[src/rtl/uart_tx_arbiter_pkg.sv]
// Shared types for the uart_tx arbiter: FSM state encoding and byte width.
// Imported by the arbiter top.
package uart_tx_arbiter_pkg;

    localparam int BYTE_W = 8;

    typedef enum logic [4:0] {
        S_ARB       = 5'b00001,
        S_FETCH     = 5'b00010,
        S_LAUNCH    = 5'b00100,
        S_WAIT_BUSY = 5'b01000,
        S_WAIT_DONE = 5'b10000
    } state_e;

    // Counter width able to hold n; never zero bits.
    function automatic int cnt_w(input int n);
        return (n < 1) ? 1 : $clog2(n + 1);
    endfunction

endpackage

[src/rtl/uart_tx_arbiter_rr.sv]
// Combinational round-robin picker: one-hot grant of the first
// requester at or after the pointer, wrapping modulo N.
module uart_tx_arbiter_rr #(
    parameter int N  = 4,
    parameter int PW = $clog2(N)
) (
    input  logic [N-1:0]  req_i,
    input  logic [PW-1:0] ptr_i,
    output logic [N-1:0]  gnt_o
);

    logic [PW-1:0] idx;

    // Walk offsets high to low so the nearest requester wins last.
    always_comb begin
        gnt_o = '0;
        idx   = '0;
        for (int k = N - 1; k >= 0; k--) begin
            idx = PW'((int'(ptr_i) + k) % N);
            if (req_i[idx]) begin
                gnt_o      = '0;
                gnt_o[idx] = 1'b1;
            end
        end
    end

endmodule

[src/rtl/uart_tx_arbiter.sv]
// Packet-granular round-robin sharing of one uart_tx between byte
// sources; sequences the serializer through its rdy/busy handshake.
module uart_tx_arbiter
    import uart_tx_arbiter_pkg::*;
#(
    parameter int NUM_SRC      = 4,
    parameter int HOLD_TIMEOUT = 1023,
    parameter int BUSY_TIMEOUT = 4
) (
    input  logic                      i_clk,
    input  logic                      i_rst,
    input  logic [NUM_SRC-1:0]        i_req_valid,
    input  logic [BYTE_W*NUM_SRC-1:0] i_req_data,
    input  logic [NUM_SRC-1:0]        i_req_last,
    output logic [NUM_SRC-1:0]        o_req_ready,
    output logic [NUM_SRC-1:0]        o_grant,
    output logic                      o_tx_byte_rdy,
    output logic [BYTE_W-1:0]         o_tx_byte,
    input  logic                      i_tx_busy,
    output logic                      o_err
);

    localparam int PW = $clog2(NUM_SRC);
    localparam int HW = cnt_w(HOLD_TIMEOUT);
    localparam int BW = cnt_w(BUSY_TIMEOUT);

    state_e              state_q;
    logic [PW-1:0]       ptr_q;
    logic [HW-1:0]       hold_q;
    logic [BW-1:0]       busy_q;
    logic                last_q;
    logic [NUM_SRC-1:0]  grant_q;
    logic [BYTE_W-1:0]   byte_q;
    logic                rdy_q;
    logic                err_q;

    logic [NUM_SRC-1:0]  pick;
    logic [PW-1:0]       gidx;
    logic [PW-1:0]       gnext;
    logic                g_valid;
    logic                g_last;
    logic [BYTE_W-1:0]   g_data;

    uart_tx_arbiter_rr #(.N(NUM_SRC)) u_rr (
        .req_i (i_req_valid),
        .ptr_i (ptr_q),
        .gnt_o (pick)
    );

    always_comb begin
        gidx   = '0;
        g_data = '0;
        for (int s = 0; s < NUM_SRC; s++) begin
            if (grant_q[s]) begin
                gidx   = PW'(s);
                g_data = i_req_data[BYTE_W*s +: BYTE_W];
            end
        end
    end

    assign gnext   = (gidx == PW'(NUM_SRC - 1)) ? '0 : gidx + 1'b1;
    assign g_valid = |(i_req_valid & grant_q);
    assign g_last  = |(i_req_last & grant_q);

    assign o_req_ready   = (state_q == S_FETCH) ? (i_req_valid & grant_q) : '0;
    assign o_grant       = grant_q;
    assign o_tx_byte_rdy = rdy_q;
    assign o_tx_byte     = byte_q;
    assign o_err         = err_q;

    always_ff @(posedge i_clk) begin
        if (i_rst) begin
            state_q <= S_ARB;
            ptr_q   <= '0;
            hold_q  <= '0;
            busy_q  <= '0;
            last_q  <= 1'b0;
            grant_q <= '0;
            byte_q  <= '0;
            rdy_q   <= 1'b0;
            err_q   <= 1'b0;
        end else begin
            rdy_q <= 1'b0;
            unique case (state_q)
                S_ARB: begin
                    // uart_tx is not reset with us; let a stale byte drain.
                    if (!i_tx_busy && |pick) begin
                        grant_q <= pick;
                        state_q <= S_FETCH;
                    end
                end
                S_FETCH: begin
                    if (g_valid) begin
                        byte_q  <= g_data;
                        last_q  <= g_last;
                        hold_q  <= '0;
                        rdy_q   <= 1'b1;
                        state_q <= S_LAUNCH;
                    end else if (HOLD_TIMEOUT != 0) begin
                        if (hold_q == HW'(HOLD_TIMEOUT - 1)) begin
                            err_q   <= 1'b1;
                            hold_q  <= '0;
                            grant_q <= '0;
                            ptr_q   <= gnext;
                            state_q <= S_ARB;
                        end else begin
                            hold_q <= hold_q + 1'b1;
                        end
                    end
                end
                S_LAUNCH: begin
                    busy_q  <= '0;
                    state_q <= S_WAIT_BUSY;
                end
                S_WAIT_BUSY: begin
                    if (i_tx_busy) begin
                        state_q <= S_WAIT_DONE;
                    end else if (busy_q == BW'(BUSY_TIMEOUT - 1)) begin
                        err_q   <= 1'b1;
                        grant_q <= '0;
                        ptr_q   <= gnext;
                        state_q <= S_ARB;
                    end else begin
                        busy_q <= busy_q + 1'b1;
                    end
                end
                S_WAIT_DONE: begin
                    if (!i_tx_busy) begin
                        if (last_q) begin
                            grant_q <= '0;
                            ptr_q   <= gnext;
                            state_q <= S_ARB;
                        end else begin
                            state_q <= S_FETCH;
                        end
                    end
                end
                default: state_q <= S_ARB;
            endcase
        end
    end

endmodule

[config.mk]
export PLATFORM = sky130hd
export DESIGN_NAME = uart_tx_arbiter
export DESIGN_NICKNAME = d
export VERILOG_FILES = /design/src/rtl/uart_tx_arbiter_pkg.sv /design/src/rtl/uart_tx_arbiter_rr.sv /design/src/rtl/uart_tx_arbiter.sv
export SDC_FILE = /design/constraint.sdc
export NUM_CORES = 1
export LEC_CHECK = 0
export ABC_AREA = 1
export CAP_MARGIN = 0
export CORE_MARGIN = 2
export CORE_UTILIZATION = 30
export CTS_CLUSTER_SIZE = 30
export DETAILED_ROUTE_END_ITERATION = 7
export SLEW_MARGIN = 0
export SYNTH_ARGS = -nofsm -noshare
export SYNTH_HDL_FRONTEND = slang
export SYNTH_SLANG_ARGS = --single-unit
[constraint.sdc]
create_clock -name i_clk -period 5.3 [get_ports i_clk]
set_input_delay 1.06 -clock i_clk [delete_from_list [all_inputs] [get_ports i_clk]]
set_output_delay 1.06 -clock i_clk [all_outputs]
set_load 0.1 [all_outputs]
[Word level (Yosys, flattened, before mapping)]
Cells that the tools add are included.
Widths: inputs -> output; s select.
Storage, ports and cells
  register bits: 35
  logic and storage cells: 127
Operators by class
  add/subtract/negate cells: 6
  magnitude comparators: 8
  equal/unequal tests: 18
  multiplexer cells: 63
  bitwise gates (word level): 3
  reduce and logical (&&, ||, !) cells: 20
Operators by type and width (count)
  $mux 4: 12
  $mux 8: 4
  $mux 5: 6
  $pmux 5 s5: 1
  $mux 10: 2
  $mux 2: 10
  $pmux 4 s4: 1
  $mux 1: 14
  $ne 2x2->1 const B: 7
  $lt 2x3->1 const B: 4
  $reduce_or 4->1: 3
  $add 10x1->10 const B: 1
  $eq 10x10->1 const B: 1
  $and 4x4->4: 2
  $bmux 1 s2: 4
  $demux 1 s2: 4
  $ge 2x1->1 const B: 4
  $reduce_and 8->1: 1
  $reduce_and 7->1: 1
  $mux 3: 2
  $pmux 2 s3: 1
  $pmux 3 s2: 1
  $eq 5x1->1 const B: 1
  $eq 5x2->1 const B: 1
  23 further kinds: 30

[Longest topological paths before layout]
Gate-level depths: netlist (run 1).
  depth in word-level cells: 13
  mapped depth: 18

[By module]
From an unflattened synthesis (run 1), not the netlist that was laid out.
Unflattened totals
  cell total of the unflattened synthesis: 386
  area total of the unflattened synthesis: 2446.1 um^2
Modules (own cells, without submodules)
  uart_tx_arbiter: instances 1, cells each 312, area an instance 2023.2 um^2
  uart_tx_arbiter_rr: instances 1, cells each 74, area an instance 422.9 um^2

[Least setup slack after synthesis (run 1)]
OpenSTA, ideal clock, no wires.
  path type: register -> output
  start point: register grant_q[3] (netlist: o_grant[3])
  end point: output o_req_ready[3]
  arrival: 2617 ps
  required time: 4240 ps
  slack: 1623 ps
  cell stages (with the launch flop): 4
  path buffers: 1
  cells stage by stage: dfxtp_1 > buf_2 > nand2_1 > nor2_1
Between the ends
  word-level cells in the longest chain between the ends: 2
Ends and longest elaborated chain
  from (decl): line uart_tx_arbiter.sv:32  | logic [NUM_SRC-1:0] grant_q;
  from (signal assigned): line uart_tx_arbiter.sv:88  | grant_q <= pick;
  $and 4x4->4: line uart_tx_arbiter.sv:65  | assign o_req_ready = (state_q == S_FETCH) ? (i_req_valid & grant_q) : '0;
  $mux 4: line uart_tx_arbiter.sv:65
  to (decl): line uart_tx_arbiter.sv:15  | output logic [NUM_SRC-1:0] o_req_ready,
Every way passes these cells.

[Worst setup path after layout (run 1)]
  start point: input i_req_valid[3]
  end point: output o_req_ready[3]
Between the ends
  word-level cells in the longest chain between the ends: 2
Ends and longest elaborated chain
  from (decl): line uart_tx_arbiter.sv:12  | input logic [NUM_SRC-1:0] i_req_valid,
  $and 4x4->4: line uart_tx_arbiter.sv:65
  $mux 4: line uart_tx_arbiter.sv:65
Every way passes these cells.

==> results.json, run 1 <==
{
  "max_slew_margin_pct": 33.08,
  "regToRegEndpoint": "o_grant[3]",
  "cts_max_level": 2,
  "worst_clock_skew_ps": 6.216,
  "crit_family": "buffers and inverters",
  "setup.worst_path.end": "o_req_ready[3]",
  "initial_core_util_pct": 31.23,
  "peakVddDrop_uv": 177.1,
  "setup_viol": 0,
  "worstMarginPinSlew_ps": 1001,
  "final.setup.tns_ps": 0,
  "grt_overflow_total": 0,
  "grt_usage_pct": 14.79,
  "path_max_fanout": 3,
  "status": "completed",
  "synth_area_per_cell_um2": 6.542,
  "post-route-min-period_ps": 4024,
  "grt_max_degree": 21,
  "clock_latency_ps": 290,
  "hpwlAfterDp_um": 4542,
  "grt_pass1_wl_um": 10090,
  "placed_area_um2": 2969,
  "synth_flop_cell": "dfxtp_1",
  "crit_slowest_cell": "clkdlybuf4s50_1",
  "via_per_inst": 4.724,
  "slew_viol_final": 0,
  "arrival_ps": 2960,
  "cts-root-buf": "clkbuf_8",
  "cts_tree": "built",
  "mostFrequentLayoutCell": "nand2_1",
  "total_power_mw": 1.170,
  "synth.distinct_cells": 37,
  "reg2reg_depth": 15,
  "drtIter0Drc": 120,
  "synth_edf_count": 0,
  "power.density_nw_per_um2": 380.7,
  "hold_viol": 0,
  "layout_setup_ws_ps": 1276,
  "grt_pass1_vias": 2200,
  "yosysWarnings": 0,
  "final_core_util_pct": 41.92,
  "cts_buffers": 5,
  "fin_crit_sh_pct": 75.92,
  "vias": 2400,
  "fmaxAchievable_mhz": 248.5,
  "io_pins": 61,
  "layout_common_cells": "nand2_1, clkdlybuf4s50_1, a21oi_1",
  "ant_nets": 0,
  "timing.rr.start": "ptr_q[0]",
  "pre_cts_ws_ps": 1270,
  "wl_um": 6084,
  "cp-end-kind": "output port",
  "post_cts_buffers": 0,
  "hp-class": "reg -> reg",
  "ys_async_sr_fraction_pct": 0,
  "path_buf_inv": 2,
  "dp_cells": 500,
  "antenna_found_initial": 0,
  "io_buffers": 60,
  "syn-num-nets": 404,
  "cp_cell_sequence": "clkdlybuf4s50_1 -> nand2_1 -> nor2_1 -> clkdlybuf4s50_1",
  "crit_required_ps": 4240,
  "core_area_um2": 7331,
  "final_layout_size_suffix_gt1_share_pct": 8.802,
  "max_stage_delay_ps": 1150,
  "cts-resized-gates": 0,
  "max_cap_viol_count": 0,
  "n_antenna_cell": 0,
  "total_leakage_power_nw": 1.235,
  "place.gp.congestion": 0.8644,
  "drc_errors": 0,
  "path_depth": 4,
  "ys_ff_latch": 35,
  "final_area_um2": 3073,
  "cts_max_path_buffers": 2,
  "drtPass1Iterations": 4,
  "ctsHoldBuffers": 0,
  "wl_per_cell_um": 11.98,
  "finalNonFillerCells": 508,
  "rrSetupSlack_ps": 2970,
  "die_h_um": 91.37,
  "ys_seq_area_share_pct": 30.60,
  "crit_path_start": "i_req_valid[3]",
  "syn_area_um2": 2290,
  "dieArea_um2": 8348,
  "synthToLayoutAreaGrowth_pct": 34.21,
  "fin_nets": 462,
  "clock_sinks": 35,
  "die_x_um": 91.37,
  "path_clk_slew_ps": 70,
  "rsz0062_at_grt": "no",
  "start_kind": "primary input",
  "syn_inst": 350,
  "holdWs_ps": 460.0,
  "critPathKind": "in -> out",
  "path_common_cell": "clkdlybuf4s50_1",
  "row_count": 31
}
cells by family (layout without fill, tap and decap cells):
group | after synthesis | after routing | synth area share (%)
compound gates | 78 | 78 | 19.51
xor+xnor | 2 | 2 | 0.7652
fa+ha+maj | 11 | 11 | 6.011
buf+inv | 48 | 107 | 8.360
flops | 35 | 35 | 30.60
simple gates | 176 | 176 | 34.75
cell usage after synthesis (2+ instances only):
library cell	number	share of area, %
o21ai_1	2	0.44
nand2_2	5	1.4
nand3_2	4	1.7
nand4_1	3	0.82
clkbuf_1	4	0.66
clkinv_1	4	0.66
inv_1	34	5.6
dfxtp_1	35	31
nor3_2	2	0.87
nand4_2	2	1.1
a31o_2	5	1.9
ha_1	11	6.0
nor2_1	31	5.1
buf_2	3	0.66
a21oi_1	36	7.9
nand2_1	96	16
o21ai_0	26	5.7
a31oi_1	2	0.55
nand3_1	25	5.5
or2_2	3	0.82
where the power goes:
group / total [mW] / internal [mW] / switching [mW] / leakage (nW)
clock: 0.219 / 0.118 / 0.100 / 0.0505
combinational: 0.608 / 0.203 / 0.405 / 0.901
sequential: 0.343 / 0.293 / 0.0503 / 0.284
sequential cells by signal, summed over array words and instances (netlist names):
register       count
busy_q             3
hold_q            10
last_q             1
o_err              1
o_grant            4
o_tx_byte          8
o_tx_byte_rdy      1
ptr_q              2
state_q            5
area by class of cell:
type,instances,area (µm²)
Clock buffer,7,96.34
Clock inverter,1,7.507
Fill cell,755,4258
Inverter,39,146.4
Multi-Input combinational cell,267,1398
Sequential cell,35,700.7
Tap cell,99,123.9
Timing Repair Buffer,60,600.6
how the worst min path moves through the flow:
stage                     startpoint         to  slack (ps)  depth (start not counted)
final                          o_err      o_err         460                          2
after floorplan            busy_q[2]  busy_q[2]         440                          2
after global placement         o_err      o_err         440                          2
after detailed placement       o_err      o_err         450                          2
after CTS                      o_err      o_err         460                          2
after global routing           o_err      o_err         490                          2
metal layers:
metal  share of wire (%)  GRT usage (%)
met1                  47          18.73
met2                  48          24.69
met3                 3.6          3.154
met4                 1.7          5.303
met5                   0              0
worst register-to-register path, delay by kind of cell, from the launching register on:
kind / cells / cell delay (ps)
AND/OR/NAND/NOR: 9 / 760
flip-flops: 1 / 540
adder cells (fa/ha/maj): 1 / 360
AO/OA/AOI/OAI: 2 / 310
buffers and inverters: 3 / 270
No activity file was read; power rests on OpenSTA's default activity.
==> run 2, diff against run 1 <==
- clock period: 5.3 -> 3.35 ns (I/O delays scaled with it)
==> results.json, run 2 (synthesis results as in run 1) <==
{
  "status": "completed",
  "grt_pass1_wl_um": 10180,
  "cts-root-buf": "clkbuf_8",
  "grt_usage_pct": 14.88,
  "dp_cells": 502,
  "final.setup.tns_ps": 0,
  "fmaxAchievable_mhz": 417.8,
  "cp_cell_sequence": "clkdlybuf4s50_1 -> nand2_1 -> nor2_1 -> buf_4",
  "worst_clock_skew_ps": 2.843,
  "wl_per_cell_um": 12.26,
  "io_pins": 61,
  "slew_viol_final": 0,
  "initial_core_util_pct": 31.23,
  "cts_max_path_buffers": 2,
  "crit_family": "buffers and inverters",
  "via_per_inst": 4.818,
  "crit_required_ps": 2680,
  "peakVddDrop_uv": 277.9,
  "max_cap_viol_count": 0,
  "fin_crit_sh_pct": 71.44,
  "met2_length_um": 3073,
  "cp-end-kind": "output port",
  "finalNonFillerCells": 510,
  "final_core_util_pct": 41.51,
  "core_area_um2": 7331,
  "path_buf_inv": 2,
  "grt_max_degree": 20,
  "hp-class": "reg -> reg",
  "drc_errors": 0,
  "path_clk_slew_ps": 70,
  "critPathKind": "in -> out",
  "post_cts_buffers": 0,
  "path_max_fanout": 3,
  "clkPwrFrac_pct": 18.4,
  "io_buffers": 60,
  "n_antenna_cell": 0,
  "row_count": 31,
  "layout_common_cells": "nand2_1, clkdlybuf4s50_1, a21oi_1",
  "met3_length_um": 266,
  "grt_pass1_vias": 2261,
  "die_x_um": 91.37,
  "layout_setup_ws_ps": 956.6,
  "worstMarginPinSlew_ps": 582.5,
  "rsz0062_at_grt": "no",
  "ant_nets": 0,
  "p_int_mw": 0.9672,
  "hpwlAfterDp_um": 4731,
  "antenna_found_initial": 0,
  "max_stage_delay_ps": 500,
  "grt_overflow_total": 0,
  "synthToLayoutAreaGrowth_pct": 32.90,
  "clock_latency_ps": 290,
  "hold_viol": 0,
  "fin_nets": 464,
  "largest_register": "hold_q",
  "cts_max_level": 2,
  "pre_cts_ws_ps": 700.6,
  "swShare_pct": 47.77,
  "arrival_ps": 1720,
  "crit_slowest_cell": "clkdlybuf4s50_1",
  "regArea_um2": 700.7,
  "start_kind": "primary input",
  "final_layout_size_suffix_gt1_share_pct": 13.63,
  "largest_reg_flops": 10,
  "p_comb_share_pct": 53.2,
  "clock_sinks": 35,
  "drtIter0Drc": 120,
  "mostFrequentLayoutCell": "nand2_1",
  "fill_cells": 743,
  "met1_length_um": 2795,
  "setup_viol": 0,
  "multi_input_comb_area_um2": 1398,
  "top_layer": "met4",
  "dieArea_um2": 8348,
  "cts-resized-gates": 0,
  "total_leakage_power_nw": 1.280,
  "p_sw_mw": 0.8846,
  "max_slew_margin_pct": 61.13,
  "vias": 2457,
  "ctsHoldBuffers": 0,
  "p_seq_share_pct": 28.4,
  "place.gp.congestion": 0.8960,
  "die_h_um": 91.37,
  "cts_tree": "built",
  "wl_um": 6251,
  "post-route-min-period_ps": 2393,
  "power.density_nw_per_um2": 608.6,
  "drtPass1Iterations": 4,
  "cts_buffers": 5
}
[run 2: changes by cell type in the layout (fill, tap and decap cells not counted), sizes merged]
cell and delta:
buf +20, clkdlybuf4s50 -18
[run 2: metrics by stage]
step / total power [mW] / instance area (µm²) / hold slack [ps]
3_3_place_gp: 1.513 / 2939 / 446.1
5_1_grt: 1.995 / 3043 / 492.5
4_1_cts: 1.865 / 3043 / 465.1
3_5_place_dp: 1.517 / 2939 / 450.5
6_report: 1.852 / 3043 / 458.0
2_1_floorplan: 1.296 / 2290 / 439.1
[run 2: worst register-to-register path: stages, from the launching register on]
cell     delay [ps]
dfxtp_1         530
inv_2           150
ha_1            360
inv_1            70
nand3_2          90
nand2_4          70
o21ai_0         170
inv_1            50
nand2_1          70
nand2_1          70
nor2_1           80
nand2_1          70
nand2_2          70
nand2_2         130
a21oi_1         170
nor2_1           60
[run 2: area by class of cell]
type                       count  area share, %
clock inverter                 1         0.2467
tap                           99          4.071
inverter                      39          4.811
sequential                    35          23.03
timing repair buffer          62          18.75
multi-input combinational    267          45.93
clock buffer                   7          3.166
[run 2: path summary, 6_finish.rpt]
path / start / end / slack, ps / cells after the start
max: i_req_valid[2] / o_req_ready[2] / 960 / 4
min: o_err / o_err / 460 / 2
max reg2reg: ptr_q[0] / o_grant[1] / 1020 / 15
min reg2reg: o_err / o_err / 460 / 2
[run 2: power groups by stage]
stage                     Sequential [mW]  Clock [mW]  Combinational [mW]
after global routing                0.536       0.365                1.09
final                               0.525       0.341               0.985
after detailed placement            0.535           0               0.982
after CTS                           0.527       0.353               0.985
after global placement              0.536           0               0.977
after floorplan                     0.703           0               0.593
[run 2: routing by layer]
layer	vias up	track usage, %
li1	1276	-
met1	1122	18.25
met2	49	25.62
met3	10	3.320
met4	0	5.051
met5	-	0
